`src/rtl/seg_pkg.sv`:
```
// seg_pkg: shared types and helpers for the 7-segment display blocks.
// The decoder and scan controllers agree on the nibble type defined here.
package seg_pkg;

   localparam int SEG_NIBBLE_W   = 4;
   localparam int SEG_MAX_DIGITS = 8;

   typedef logic [SEG_NIBBLE_W-1:0] seg_digit_t;

   // Width of an index able to address n items (never below 1 bit).
   function automatic int seg_idx_w(input int n);
      return (n > 1) ? $clog2(n) : 1;
   endfunction

   // All-off anode pattern for an n-digit active-low display.
   function automatic logic [SEG_MAX_DIGITS-1:0] seg_an_off(input int n);
      seg_an_off = '0;
      for (int i = 0; i < SEG_MAX_DIGITS; i++) begin
         if (i < n) seg_an_off[i] = 1'b1;
      end
   endfunction

endpackage

```
`src/rtl/seg_prescaler.sv`:
```
// seg_prescaler: free-running 0..DIV-1 counter with a terminal-count flag.
// Shared by display blocks that need a slot/refresh timebase.
module seg_prescaler #(
   parameter int unsigned DIV = 50000
) (
   input  logic                   clk,
   input  logic                   rst_n,
   output logic [$clog2(DIV)-1:0] cnt_o,
   output logic                   tc_o
);

   localparam int CNT_W = $clog2(DIV);

   logic [CNT_W-1:0] cnt_q, cnt_d;

   // Terminal count decode and wrap-around next state.
   always_comb begin
      tc_o  = (cnt_q == CNT_W'(DIV - 1));
      cnt_d = tc_o ? '0 : cnt_q + CNT_W'(1);
   end

   // Counter register.
   always_ff @(posedge clk or negedge rst_n) begin
      if (!rst_n) cnt_q <= '0;
      else        cnt_q <= cnt_d;
   end

   assign cnt_o = cnt_q;

endmodule

```
`src/rtl/seg_scan_ctrl.sv`:
```
// seg_scan_ctrl: time-multiplexed scan controller for a common-anode
// multi-digit 7-segment display with frame-coherent double buffering.
// Optional feature macro: SEG_SCAN_LZB_EN enables leading-zero blanking.
module seg_scan_ctrl
   import seg_pkg::*;
#(
   parameter int NUM_DIGITS  = 4,
   parameter int REFRESH_DIV = 50000,
   parameter int GUARD_CYC   = 2
) (
   input  logic                              clk,
   input  logic                              rst_n,
   input  logic [SEG_NIBBLE_W*NUM_DIGITS-1:0] value,
   input  logic [NUM_DIGITS-1:0]             dp_in,
   input  logic                              load,
   input  logic                              blank,
   output logic [SEG_NIBBLE_W-1:0]           x_out,
   output logic [NUM_DIGITS-1:0]             an_n,
   output logic                              dp_n,
   output logic                              frame_pulse
);

   localparam int CNT_W = $clog2(REFRESH_DIV);
   localparam int IDX_W = seg_idx_w(NUM_DIGITS);
   localparam int VAL_W = SEG_NIBBLE_W * NUM_DIGITS;
   localparam logic [NUM_DIGITS-1:0] AN_OFF = NUM_DIGITS'(seg_an_off(NUM_DIGITS));

   logic [CNT_W-1:0]      cnt;
   logic                  tc;
   logic                  frame_end;

   logic [IDX_W-1:0]      idx_q, idx_d;
   logic [VAL_W-1:0]      disp_val_q, disp_val_d;
   logic [NUM_DIGITS-1:0] disp_dp_q, disp_dp_d;
   logic [VAL_W-1:0]      pend_val_q, pend_val_d;
   logic [NUM_DIGITS-1:0] pend_dp_q, pend_dp_d;
   logic                  pend_v_q, pend_v_d;

   seg_digit_t            x_out_q, x_out_d;
   logic [NUM_DIGITS-1:0] an_n_q, an_n_d;
   logic                  dp_n_q, dp_n_d;
   logic                  fp_q, fp_d;

   logic [NUM_DIGITS-1:0] lit_mask;

   seg_prescaler #(.DIV(REFRESH_DIV)) u_presc (
      .clk   (clk),
      .rst_n (rst_n),
      .cnt_o (cnt),
      .tc_o  (tc)
   );

   assign frame_end = tc && (idx_q == IDX_W'(NUM_DIGITS - 1));

`ifdef SEG_SCAN_LZB_EN
   logic lz_seen;

   // Digits above the highest non-zero nibble stay dark unless their
   // decimal point is requested; digit 0 always shows.
   always_comb begin
      lit_mask = '0;
      lz_seen  = 1'b0;
      for (int i = NUM_DIGITS - 1; i >= 0; i--) begin
         if (disp_val_q[i*SEG_NIBBLE_W +: SEG_NIBBLE_W] != '0) lz_seen = 1'b1;
         lit_mask[i] = lz_seen | disp_dp_q[i] | (i == 0);
      end
   end
`else
   assign lit_mask = '1;
`endif

   // Digit index, pending buffer and frame-boundary display update.
   always_comb begin
      idx_d      = idx_q;
      disp_val_d = disp_val_q;
      disp_dp_d  = disp_dp_q;
      pend_val_d = pend_val_q;
      pend_dp_d  = pend_dp_q;
      pend_v_d   = pend_v_q;

      if (tc) idx_d = frame_end ? '0 : idx_q + IDX_W'(1);

      if (load) begin
         pend_val_d = value;
         pend_dp_d  = dp_in;
         pend_v_d   = 1'b1;
      end

      // A load landing on the boundary bypasses the pending buffer so the
      // new frame shows it immediately.
      if (frame_end) begin
         if (load) begin
            disp_val_d = value;
            disp_dp_d  = dp_in;
         end else if (pend_v_q) begin
            disp_val_d = pend_val_q;
            disp_dp_d  = pend_dp_q;
         end
         pend_v_d = 1'b0;
      end
   end

   // Registered pin outputs derived from this cycle's slot position.
   always_comb begin
      x_out_d = disp_val_q[{idx_q, 2'b00} +: SEG_NIBBLE_W];
      an_n_d  = AN_OFF;
      dp_n_d  = ~disp_dp_q[idx_q];
      fp_d    = frame_end;
      if (!blank && (cnt >= CNT_W'(GUARD_CYC)) && lit_mask[idx_q]) begin
         an_n_d = ~(NUM_DIGITS'(1) << idx_q);
      end
      if (blank) dp_n_d = 1'b1;
   end

   // State and output registers.
   always_ff @(posedge clk or negedge rst_n) begin
      if (!rst_n) begin
         idx_q      <= '0;
         disp_val_q <= '0;
         disp_dp_q  <= '0;
         pend_val_q <= '0;
         pend_dp_q  <= '0;
         pend_v_q   <= 1'b0;
         x_out_q    <= '0;
         an_n_q     <= AN_OFF;
         dp_n_q     <= 1'b1;
         fp_q       <= 1'b0;
      end else begin
         idx_q      <= idx_d;
         disp_val_q <= disp_val_d;
         disp_dp_q  <= disp_dp_d;
         pend_val_q <= pend_val_d;
         pend_dp_q  <= pend_dp_d;
         pend_v_q   <= pend_v_d;
         x_out_q    <= x_out_d;
         an_n_q     <= an_n_d;
         dp_n_q     <= dp_n_d;
         fp_q       <= fp_d;
      end
   end

   assign x_out       = x_out_q;
   assign an_n        = an_n_q;
   assign dp_n        = dp_n_q;
   assign frame_pulse = fp_q;

endmodule

```
`config.mk`:
```
export PLATFORM = sky130hd
export DESIGN_NAME = seg_scan_ctrl
export DESIGN_NICKNAME = d
export VERILOG_FILES = /design/src/rtl/seg_pkg.sv /design/src/rtl/seg_prescaler.sv /design/src/rtl/seg_scan_ctrl.sv
export SDC_FILE = /design/constraint.sdc
export NUM_CORES = 1
export LEC_CHECK = 0
export ABC_AREA = 1
export BUFFER_PORTS_ARGS = -buffer_cell sky130_fd_sc_hd__buf_4
export CAP_MARGIN = 20
export CORE_MARGIN = 2
export CORE_UTILIZATION = 42
export CTS_CLUSTER_SIZE = 10
export DETAILED_ROUTE_END_ITERATION = 16
export GPL_ROUTABILITY_DRIVEN = 0
export PLACE_DENSITY = 0.62
export SLEW_MARGIN = 10
export SYNTH_ARGS = -nofsm -noshare
export SYNTH_HDL_FRONTEND = slang
export SYNTH_SLANG_ARGS = --single-unit
export TNS_END_PERCENT = 20
```
`constraint.sdc`:
```
create_clock -name clk -period 3.1 [get_ports clk]
set_clock_uncertainty 0.05 [all_clocks]
set_input_delay 0 -clock clk [delete_from_list [all_inputs] [get_ports clk]]
set_output_delay 0 -clock clk [all_outputs]
set_load 0.01 [all_outputs]
```
=== Word level (Yosys, flattened, before mapping) ===
Index checks and enable logic that the tools add are counted.
W data, S select, Z words.

* Flip-flop bits (word level): 69
* Word-level logic and storage cells: 42
* Output and inout port bits: 10

* $lt $le $gt $ge: 2
* Add/sub/neg operators: 2
* Shift operators: 2
* Muxes and demuxes: 14
* Eq/ne operators: 2
* Reduce and logical (&&, ||, !) cells: 7
* Bitwise gates (word level): 2

{| class="wikitable"
|+ Operators with widths
! operator !! number
|-
| $mux W16 || 3
|-
| $add A16 B1 Y16 const B || 1
|-
| $eq A16 B16 Y1 const B || 1
|-
| $ge A16 B2 Y1 const B || 1
|-
| $shiftx A16 B5 Y4 || 1
|-
| $mux W4 || 3
|-
| $mux W1 || 5
|-
| $bmux W1 S2 || 2
|-
| $not A4 Y4 || 1
|-
| $reduce_bool A2 Y1 || 2
|-
| $shl A1 B2 Y4 const A || 1
|-
| $logic_and A1 B1 Y1 || 3
|-
| $lt A2 B3 Y1 const B || 1
|-
| $add A2 B1 Y2 const B || 1
|-
| $eq A2 B2 Y1 const B || 1
|-
| $mux W2 || 1
|-
| $reduce_and A2 Y1 || 1
|-
| $logic_not A1 Y1 || 1
|-
| $not A1 Y1 || 1
|}

=== Longest topological paths before layout ===
* Word-level depth: 4
* Mapped depth: 8

=== Cells and area by module ===
Synthesis repeated with hierarchy kept, for this count alone.

* Cell total of the unflattened synthesis: 366
* Area total of the unflattened synthesis: 3155.5 sq um

{| class="wikitable"
|+ By module, submodules not included
! module !! cells each !! instances !! area an instance (sq um) !! sequential area each (sq um)
|-
| seg_scan_ctrl || 245 || 1 || 2278.4 || 1332.5
|-
| seg_prescaler || 121 || 1 || 877.1 || 400.4
|}

=== Worst setup path after synthesis ===
OpenSTA, ideal clock, no wires.

* Path type: register -> register
* From: register u_presc.cnt_q[1], in the netlist u_presc.cnt_o[1]
* To: register disp_dp_q[3]
* Data arrival time: 1231 ps
* Clock period less this slack: 1399 ps
* Path buffers: 1
* Stages on the path, launching flop included: 8
* Library setup time: 118 ps
* Path slack: 1701 ps
* Cell sequence: dfrtp_1 -> ha_1 -> nand3_1 -> nor2_1 -> nand4_2 -> buf_6 -> nand2_1 -> nand2_1

* Cells in the longest elaborated chain, start to end: 3

{| class="wikitable"
|+ Ends and longest elaborated chain
! element !! line !! text
|-
| start, declared || seg_prescaler.sv:14 || <nowiki>logic [CNT_W-1:0] cnt_q, cnt_d;</nowiki>
|-
| start signal, assigned || seg_prescaler.sv:25 || <nowiki>else cnt_q <= cnt_d;</nowiki>
|-
| $eq A16 B16 Y1 || seg_prescaler.sv:18 || <nowiki>tc_o = (cnt_q == CNT_W'(DIV - 1));</nowiki>
|-
| $logic_and A1 B1 Y1 || seg_scan_ctrl.sv:53 || <nowiki>assign frame_end = tc && (idx_q == IDX_W'(NUM_DIGITS - 1));</nowiki>
|-
| $reduce_and A2 Y1 (no line) || - ||
|-
| end signal, assigned || seg_scan_ctrl.sv:131 || <nowiki>disp_dp_q <= disp_dp_d;</nowiki>
|-
| end, declared || seg_scan_ctrl.sv:34 || <nowiki>logic [NUM_DIGITS-1:0] disp_dp_q, disp_dp_d;</nowiki>
|}

Every way passes these cells.
A chain may end at the register's enable or synchronous reset.

=== Worst setup path in the final report ===
* From: register u_presc.cnt_q[0], in the netlist u_presc.cnt_o[0]
* To: register disp_val_q[8]

* Cells in the longest elaborated chain, start to end: 3

{| class="wikitable"
|+ Ends and longest elaborated chain
! element !! line !! text
|-
| $eq A16 B16 Y1 || seg_prescaler.sv:18 ||
|-
| $logic_and A1 B1 Y1 || seg_scan_ctrl.sv:53 ||
|-
| $reduce_and A2 Y1 (no line) || - ||
|-
| end signal, assigned || seg_scan_ctrl.sv:130 || <nowiki>disp_val_q <= disp_val_d;</nowiki>
|-
| end, declared || seg_scan_ctrl.sv:33 || <nowiki>logic [VAL_W-1:0] disp_val_q, disp_val_d;</nowiki>
|}

Every way passes these cells.

==> results.json <==
{
  "drt_iter0_markers": 136,
  "synth_top_family_by_area": "simple AND/OR/NAND/NOR gates",
  "vias": 2706,
  "hold_path.class": "primary input to flop",
  "rows": 31,
  "finalMaxSlewViolations": 0,
  "crit_path_start_kind": "flop",
  "fillers": 695,
  "synthAdderAreaFrac": 0.02322,
  "grt_overflow_total": 0,
  "path_class": "flop to flop",
  "routed_via_density": 4.902,
  "power_frac_seq": 0.530,
  "power_frac_comb": 0.068,
  "power-per-cell-area_mw_per_mm2": 428.1,
  "syn_to_final_growth_pct": 26.82,
  "initial_core_util": 0.4387,
  "grt_pass1_vias": 2691,
  "cts_setup_buffers": 0,
  "cts_tree": "done",
  "place_inst": 497,
  "finalNonFillerCells": 552,
  "switching_power_mw": 0.4023,
  "rr_worst_depth": 6,
  "required_ns": 3.27,
  "cts_made_buffers": 9,
  "grt_antenna_before_repair": 0,
  "ys_ff_latch": 69,
  "ys_warn_count": 0,
  "grt_pass1_wl_um": 12330,
  "p_leak_nw": 2.175,
  "io_pins": 34,
  "synth.area.mux_share": 0,
  "status": "complete, no violations",
  "peakVddDrop_mv": 0.2825,
  "fmax_mhz": 525.2,
  "tns_ns": 0,
  "h-tree-depth": 3,
  "n_antenna_cell": 0,
  "fin_crit_sh": 0.6142,
  "fin_nets": 479,
  "die_x_um": 91.74,
  "die_y_um": 91.74,
  "clk_pin_slew_worst_paths_ns": 0.07,
  "holdPathStages": 3,
  "min_period_ns": 1.904,
  "syn_nets": 407,
  "cts_resized": 0,
  "grt_max_degree": 70,
  "insertion_delay_ns": 0.34,
  "drtPass1Iterations": 4,
  "drt-total-wl_um": 6991,
  "remaining_drc_errors": 0,
  "core_mm2": 0.007370,
  "p_sw_frac": 0.2292,
  "synth-seq-area-share": 0.5360,
  "clk_path_buf_depth": 2,
  "whs_ns": 0.006016,
  "arrival_ns": 2.08,
  "rsz0062_at_grt": "no",
  "die_area_mm2": 0.008415,
  "syn_area_mm2": 0.003233,
  "ant_nets": 0,
  "syn_avg_cell_area_um2": 8.576,
  "clock_power_share": 0.402,
  "internal-power_mw": 1.353,
  "synth_compound_area_frac": 0.03638,
  "tightest_slew_ns": 0.8497,
  "hold_viol": 0,
  "endpoint_kind": "flop",
  "port_buffers": 33,
  "cap_violations": 0,
  "cts_num_sinks": 69,
  "slew_headroom": 0.4335,
  "synth.distinct_cells": 30,
  "synth-xor-area-share": 0.01354,
  "avgRoutedWirePerCell_um": 12.66,
  "yosys.area_share.simple": 0.3189,
  "grt_usage": 0.1836,
  "finalSetupViolations": 0,
  "crit_fanout": 20,
  "syn_inst": 377,
  "drive_gt1_frac": 0.1634,
  "cts-root-buf": "clkbuf_8",
  "dp_hpwl_um": 4338
}
logic make-up (layout without fill, tap and decap cells):
| logic type | Yosys count | count (layout) |
|---|---|---|
| compound gates | 22 | 22 |
| xor+xnor | 5 | 5 |
| fa+ha+maj | 6 | 6 |
| buf+inv | 47 | 123 |
| flops | 69 | 69 |
| simple gates | 228 | 228 |
cells in the mapped netlist (all sizes together):
cell type	n	area share
o22ai	5	0.0097
dfstp	5	0.041
nor2	43	0.066
nand4	24	0.048
nor3	8	0.012
a21oi	1	0.0015
xor2	5	0.014
ha	6	0.023
nand3	13	0.020
clkbuf	8	0.014
or2	1	0.0019
inv	33	0.038
dfrtp	64	0.50
buf	6	0.020
o21ai	15	0.023
nand2	139	0.17
a31oi	1	0.0019
metrics by stage:
step,total power [mW],setup slack (ns),util,area [µm²]
2_1_floorplan,0.9781,1.701,-,3233
3_3_place_gp,1.027,1.334,0.4764,3511
3_5_place_dp,1.029,1.221,0.4764,3511
4_1_cts,1.778,1.209,0.5564,4100
5_1_grt,1.839,1.024,0.5564,4100
6_report,1.755,1.196,0.5564,4100
final timing paths:
path	startpoint	end	slack (ns)
max in group asynchronous	rst_n	u_presc.cnt_o[11]$_DFF_PN0_	2.19
hold / removal	load	pend_val_q[11]$_DFFE_PN0P_	0.006
hold reg to reg	pend_val_q[7]$_DFFE_PN0P_	pend_val_q[7]$_DFFE_PN0P_	0.42
setup reg to reg	u_presc.cnt_o[0]$_DFF_PN0_	disp_val_q[8]$_DFFE_PN0P_	1.20
min in group asynchronous	rst_n	pend_val_q[13]$_DFFE_PN0P_	0.27
setup / recovery	u_presc.cnt_o[0]$_DFF_PN0_	disp_val_q[8]$_DFFE_PN0P_	1.20
flip-flops by register name, indices dropped and copies added (netlist names):
name and count:
pend_v_q 1, dp_n 1, frame_pulse 1, x_out 4, disp_dp_q 4, disp_val_q 16
idx_q 2, pend_dp_q 4, an_n 4, u_presc.cnt_o 16, pend_val_q 16
what timing repair did:
action / 4_1_cts / 5_1_grt
hold buffers: 40 / 0
setup endpoints to repair: 0 / 0
hold endpoints to repair: 106 / 0
worst max-delay path, stage by stage, from the launching register on:
cell     delay, ns
dfrtp_1       0.41
ha_1          0.24
nand3_1       0.12
nor2_1        0.21
nand4_2       0.48
nand2_1       0.22
nand2_1       0.07
metal layers:
metal | global-route usage | part of all wire | wire length (µm)
met2 | 0.2849 | 0.47 | 3315
met3 | 0.04437 | 0.033 | 234
met1 | 0.2447 | 0.48 | 3328
met5 | 0 | 0 | 0
met4 | 0.08209 | 0.016 | 112
layout by cell type, fill, tap and decap left out, drive strengths merged, types with 4 or more instances in the layout:
cell | netlist | final
nor3 | 8 | 8
nor2 | 43 | 43
dfstp | 5 | 5
nand2 | 139 | 139
dfrtp | 64 | 64
clkinv | 0 | 4
nand3 | 13 | 13
buf | 6 | 35
inv | 33 | 33
o21ai | 15 | 15
ha | 6 | 6
o22ai | 5 | 5
nand4 | 24 | 24
xor2 | 5 | 5
dlygate4sd3 | 0 | 40
clkbuf | 8 | 9
area by class of cell:
cell class,instances,area [µm²],share of cell area
multi-input cells,261,1267,0.3091
repair buffers,75,663.1,0.1617
well taps,99,123.9,0.03021
flip-flops and latches,69,1733,0.4226
inverters,33,123.9,0.03021
clock inverters,6,65.06,0.01587
clock buffers,9,123.9,0.03021
power groups by stage:
| stage | combinational [mW] | clock, mW | sequential [mW] |
|---|---|---|---|
| after detailed placement | 0.0820 | 0 | 0.947 |
| final | 0.120 | 0.706 | 0.930 |
| after floorplan | 0.0319 | 0 | 0.946 |
| after global routing | 0.136 | 0.771 | 0.932 |
| after CTS | 0.121 | 0.727 | 0.929 |
| after global placement | 0.0806 | 0 | 0.946 |
Power figures use the tool's default switching activity.
